**config.mk**
```make
export PLATFORM = sky130hd
export DESIGN_NAME = mdu_ctrl
export DESIGN_NICKNAME = d
export VERILOG_FILES = /design/src/rtl/mdu_ctrl.sv
export SDC_FILE = /design/constraint.sdc
export NUM_CORES = 2
export LEC_CHECK = 0
export CAP_MARGIN = 0
export CORE_ASPECT_RATIO = 1.1
export CORE_MARGIN = 8
export CORE_UTILIZATION = 40
export DETAILED_ROUTE_END_ITERATION = 10
export GPL_ROUTABILITY_DRIVEN = 0
export GPL_TIMING_DRIVEN = 0
export PLACE_DENSITY = 0.66
export SYNTH_ARGS = -nofsm -noshare
export SYNTH_HDL_FRONTEND = slang
export SYNTH_SLANG_ARGS = --single-unit
```
**constraint.sdc**
```tcl
create_clock -name clk -period 8.9 [get_ports clk]
set_input_delay 2.225 -clock clk [delete_from_list [all_inputs] [get_ports clk]]
set_output_delay 2.225 -clock clk [all_outputs]
set_load 0.01 [all_outputs]
```
**src/rtl/mdu_ctrl.sv**
```systemverilog
// mdu_ctrl: multicycle MIPS multiply/divide unit controller with HI/LO result registers.
// Define MDU_DIV0_FAST_EN to complete divide-by-zero in one cycle (hi=src_a, lo=all ones).
module mdu_ctrl #(
  parameter int MUL_LAT = 2
) (
  input  logic        clk,
  input  logic        rst,
  input  logic        start,
  input  logic [1:0]  op,
  input  logic [31:0] src_a,
  input  logic [31:0] src_b,
  input  logic        flush,
  input  logic        ex_stall,
  output logic        stall_req,
  output logic        busy,
  output logic        result_valid,
  output logic [31:0] hi,
  output logic [31:0] lo
);
  typedef enum logic [2:0] {IDLE, MUL, DIV, FIX, DONE} state_t;
  state_t      state_q, state_d;
  logic [5:0]  cnt_q, cnt_d;
  logic        uns_q, uns_d, sa_q, sa_d, sb_q, sb_d;
  logic [31:0] a_q, a_d, b_q, b_d, rem_q, rem_d, quo_q, quo_d, hi_q, hi_d, lo_q, lo_d;
  logic        accept, div0;
  logic [31:0] abs_a, abs_b;
  logic [32:0] shl, diff;
  logic [63:0] ma, mb, prod;
  assign accept = state_q == IDLE && start && !flush && !rst;
  assign abs_a  = src_a[31] ? -src_a : src_a;
  assign abs_b  = src_b[31] ? -src_b : src_b;
`ifdef MDU_DIV0_FAST_EN
  assign div0 = src_b == 32'd0;
`else
  assign div0 = 1'b0;
`endif
  // Low 64 bits of the extended product are correct for both signed and unsigned.
  assign ma   = uns_q ? {32'd0, a_q} : {{32{a_q[31]}}, a_q};
  assign mb   = uns_q ? {32'd0, b_q} : {{32{b_q[31]}}, b_q};
  assign prod = ma * mb;
  assign shl  = {rem_q, quo_q[31]};
  assign diff = shl - {1'b0, b_q};
  always_comb begin
    state_d = state_q;
    cnt_d   = cnt_q;
    uns_d   = uns_q;
    sa_d    = sa_q;
    sb_d    = sb_q;
    a_d     = a_q;
    b_d     = b_q;
    rem_d   = rem_q;
    quo_d   = quo_q;
    hi_d    = hi_q;
    lo_d    = lo_q;
    if (flush) begin
      state_d = IDLE;
    end else begin
      unique case (state_q)
        IDLE: if (accept) begin
          uns_d = op[0];
          sa_d  = src_a[31];
          sb_d  = src_b[31];
          if (!op[1]) begin
            state_d = MUL;
            cnt_d   = 6'(MUL_LAT - 1);
            a_d     = src_a;
            b_d     = src_b;
          end else if (div0) begin
            state_d = DONE;
            hi_d    = src_a;
            lo_d    = '1;
          end else begin
            state_d = DIV;
            cnt_d   = 6'd32;
            rem_d   = '0;
            quo_d   = op[0] ? src_a : abs_a;
            b_d     = op[0] ? src_b : abs_b;
          end
        end
        MUL: begin
          cnt_d = cnt_q - 6'd1;
          if (cnt_q == 6'd1) begin
            state_d      = DONE;
            {hi_d, lo_d} = prod;
          end
        end
        DIV: begin
          cnt_d   = cnt_q - 6'd1;
          rem_d   = diff[32] ? shl[31:0] : diff[31:0];
          quo_d   = {quo_q[30:0], ~diff[32]};
          state_d = cnt_q == 6'd1 ? FIX : DIV;
        end
        FIX: begin
          state_d = DONE;
          lo_d    = (!uns_q && (sa_q ^ sb_q)) ? -quo_q : quo_q;
          hi_d    = (!uns_q && sa_q) ? -rem_q : rem_q;
        end
        DONE: state_d = ex_stall ? DONE : IDLE;
        default: state_d = IDLE;
      endcase
    end
  end
  always_ff @(posedge clk) begin
    if (rst) begin
      state_q <= IDLE;
      cnt_q   <= '0;
      uns_q   <= 1'b0;
      sa_q    <= 1'b0;
      sb_q    <= 1'b0;
      a_q     <= '0;
      b_q     <= '0;
      rem_q   <= '0;
      quo_q   <= '0;
      hi_q    <= '0;
      lo_q    <= '0;
    end else begin
      state_q <= state_d;
      cnt_q   <= cnt_d;
      uns_q   <= uns_d;
      sa_q    <= sa_d;
      sb_q    <= sb_d;
      a_q     <= a_d;
      b_q     <= b_d;
      rem_q   <= rem_d;
      quo_q   <= quo_d;
      hi_q    <= hi_d;
      lo_q    <= lo_d;
    end
  end
  assign busy         = state_q != IDLE;
  assign result_valid = state_q == DONE;
  assign stall_req    = accept || state_q == MUL || state_q == DIV || state_q == FIX;
  assign hi           = hi_q;
  assign lo           = lo_q;
endmodule

```
==> results.json <==
{
  "syn-cell-area_um2": 60200,
  "ir_worst_vdd_v": 0.000144,
  "crit_top_cell": "fa_1",
  "cpMaxStageDelayCell": "fa_1",
  "synth-edff-count": 0,
  "max_freq_mhz": 108,
  "period_share": 1.04,
  "cts_root_buf": "clkbuf_16",
  "die_width_um": 386,
  "setup_viol": 10,
  "final_cell_mix": "1539 x inv_1, 1362 x fa_1, 688 x nand2_1",
  "synth-seq-cells": 204,
  "dp_slack_ps": -2420,
  "grt_pass1_vias": 52300,
  "final_cells": 8976,
  "start_util": 0.402,
  "syn_inst": 6742,
  "nFillCells": 14200,
  "fin_ws_ps": -389,
  "final_nets": 8818,
  "layout-drive-gt1-share": 0.0944,
  "htree_levels": 1,
  "fin_skew_ps": 29.1,
  "final_common_cell": "inv_1",
  "grt_antenna_before_repair": 28,
  "drv_cap": 0,
  "io_pins": 138,
  "reg2reg_slack_ps": -390,
  "slew_headroom": 0.0640,
  "drv_slew": 0,
  "critPathCaptureType": "register",
  "crit_fanout": 10,
  "leakage_nw": 33.2,
  "drcViolationCount": 0,
  "die_y_um": 423,
  "dpl.hpwl_mm": 190,
  "crit_path_start_kind": "register",
  "yosysWarnings": 0,
  "p_per_area_nw_per_um2": 64.3,
  "rows": 149,
  "die_area_um2": 163000,
  "rsz0062_at_grt": "yes",
  "slowest_delay_ps": 540,
  "core_area_um2": 150000,
  "path_clk_slew_ps": 70,
  "grt_max_degree": 28,
  "cp.arrival_ps": 9800,
  "cts_buffers": 26,
  "synthDistinctLibCells": 74,
  "seq_area_frac_synth": 0.0678,
  "grt_overflow": 0,
  "final_hold_viol_count": 0,
  "wl_mm": 228,
  "crit_type": "register to register",
  "clkLatencyLatePin_ps": 620,
  "cts_num_sinks": 204,
  "area_delta_synth_final_pct": 13.5,
  "cts_tree": "built",
  "violations": "negative setup slack",
  "crit_required_ps": 9420,
  "fin_crit_ps": 9290,
  "synth_fp_nets": 8579,
  "min_path_type": "register to register",
  "io_buffers": 135,
  "dpl.cell_count": 8841,
  "status": "complete, but fails checks",
  "vias_per_cell": 5.54,
  "ys.flop_type": "dfxtp_1",
  "worst_pin_slew_ps": 1400,
  "async_reset_ff_frac": 0,
  "cts_hold_buf": 0,
  "drtIter0Drc": 5445,
  "ant_nets": 0,
  "syn_area_per_cell_um2": 8.93,
  "clockBufferDepth": 3,
  "wl_per_cell_um": 25.4,
  "first_pass_iters": 6,
  "grt_pass1_wl_mm": 338,
  "grt_usage": 0.280,
  "vias": 49800
}
## path summary, 6_finish.rpt
check / start / end / cells past startpoint
min: hi[8] / hi[8] / 2
min reg2reg: hi[8] / hi[8] / 2
max: a_q[5] / hi[26] / 31
max reg2reg: a_q[5] / hi[26] / 31
## flip-flops by register name, indices dropped and copies added, names as in the netlist, 3 cells and up
| register | cells |
|---|---|
| a_q | 32 |
| lo | 32 |
| cnt_q | 6 |
| b_q | 32 |
| rem_q | 32 |
| state_q | 3 |
| hi | 32 |
| quo_q | 32 |
## power breakdown
| group | internal (mW) | leakage [nW] | switching, mW |
|---|---|---|---|
| logic | 0.866 | 31.2 | 1.43 |
| registers | 0.932 | 1.69 | 0.0919 |
| clock network | 0.580 | 0.402 | 0.497 |
## worst max-delay path: cells and delay by family (launching register included)
| kind | cells | cell delay, ps |
|---|---|---|
| AOI/OAI and AO/OA | 6 | 1470 |
| adders and majority gates | 11 | 5060 |
| buffers and inverters | 8 | 800 |
| DFF | 1 | 370 |
| and+or+nand+nor | 6 | 1470 |
## Yosys cell counts, types with 19 or more instances
master / instances / area, um2
a211oi_1: 83 / 623
a21o_1: 66 / 495
a21oi_1: 216 / 1080
a31oi_1: 19 / 119
and2_1: 593 / 3710
clkbuf_1: 335 / 1260
dfxtp_1: 204 / 4080
fa_1: 1420 / 28400
ha_1: 346 / 4330
inv_1: 1577 / 5920
mux2i_1: 26 / 260
nand2_1: 697 / 2620
nand2b_1: 51 / 319
nand3_1: 26 / 130
nor2_1: 277 / 1040
nor2b_1: 26 / 163
nor3_1: 69 / 345
o211ai_1: 22 / 165
o21ai_0: 161 / 806
o31ai_1: 28 / 210
or3_1: 25 / 156
xnor2_1: 164 / 1440
xor2_1: 92 / 806
## per-stage QoR
stage / utilization / total power [mW] / instance area, um2 / hold slack [ps] / setup TNS (ps)
6_report: 0.456 / 4.39 / 68300 / 468 / -2350
5_1_grt: 0.456 / 4.61 / 68300 / 487 / -5030
4_1_cts: 0.450 / 4.22 / 67300 / 464 / -1480
3_5_place_dp: 0.428 / 2.98 / 64100 / 453 / -58460
3_3_place_gp: 0.428 / 2.96 / 64000 / 450 / -58140
2_1_floorplan: - / 2.23 / 60200 / 448 / 0
## layout make-up
type                    count  area [um2]  area share
diodes                     13        32.5    0.000476
plain buffers             315        2430      0.0356
clock buffers              35         724      0.0106
clock inverters            12         114     0.00167
inverters                1577        5930      0.0868
multi-input cells        4610       50000       0.732
flip-flops and latches    204        4250      0.0622
well taps                1963        2460      0.0360
repair buffers            247        2340      0.0343
## what timing repair did
item                       CTS  global route
gates resized for setup    654           223
setup endpoints to repair   47            31
pin swaps                   97           105
setup buffers               68            43
## cell families (layout without fill, tap and decap cells)
kind of cell               after synthesis  in the layout  share of synthesized area
and+or+nand+nor                       1844           1844                      0.151
buffers and inverters                 1928           2186                      0.120
other                                    0             13                          0
AOI/OAI and AO/OA                      714            714                     0.0748
DFF                                    204            204                     0.0678
adders and majority gates             1770           1770                      0.545
muxes                                   26             26                    0.00432
xor gates and xnor gates               256            256                     0.0372
## per-layer routing
layer | share of wire | track usage | wire length (um) | vias up
met3 | 0.11 | 0.0685 | 25800 | 952
met1 | 0.34 | 0.336 | 78200 | 25100
met2 | 0.43 | 0.423 | 99100 | 3103
met5 | 0.00028 | 0 | 65 | -
met4 | 0.11 | 0.230 | 25200 | 12
li1 | - | - | - | 20600
Note: power is estimated with default switching activity, not from simulation.
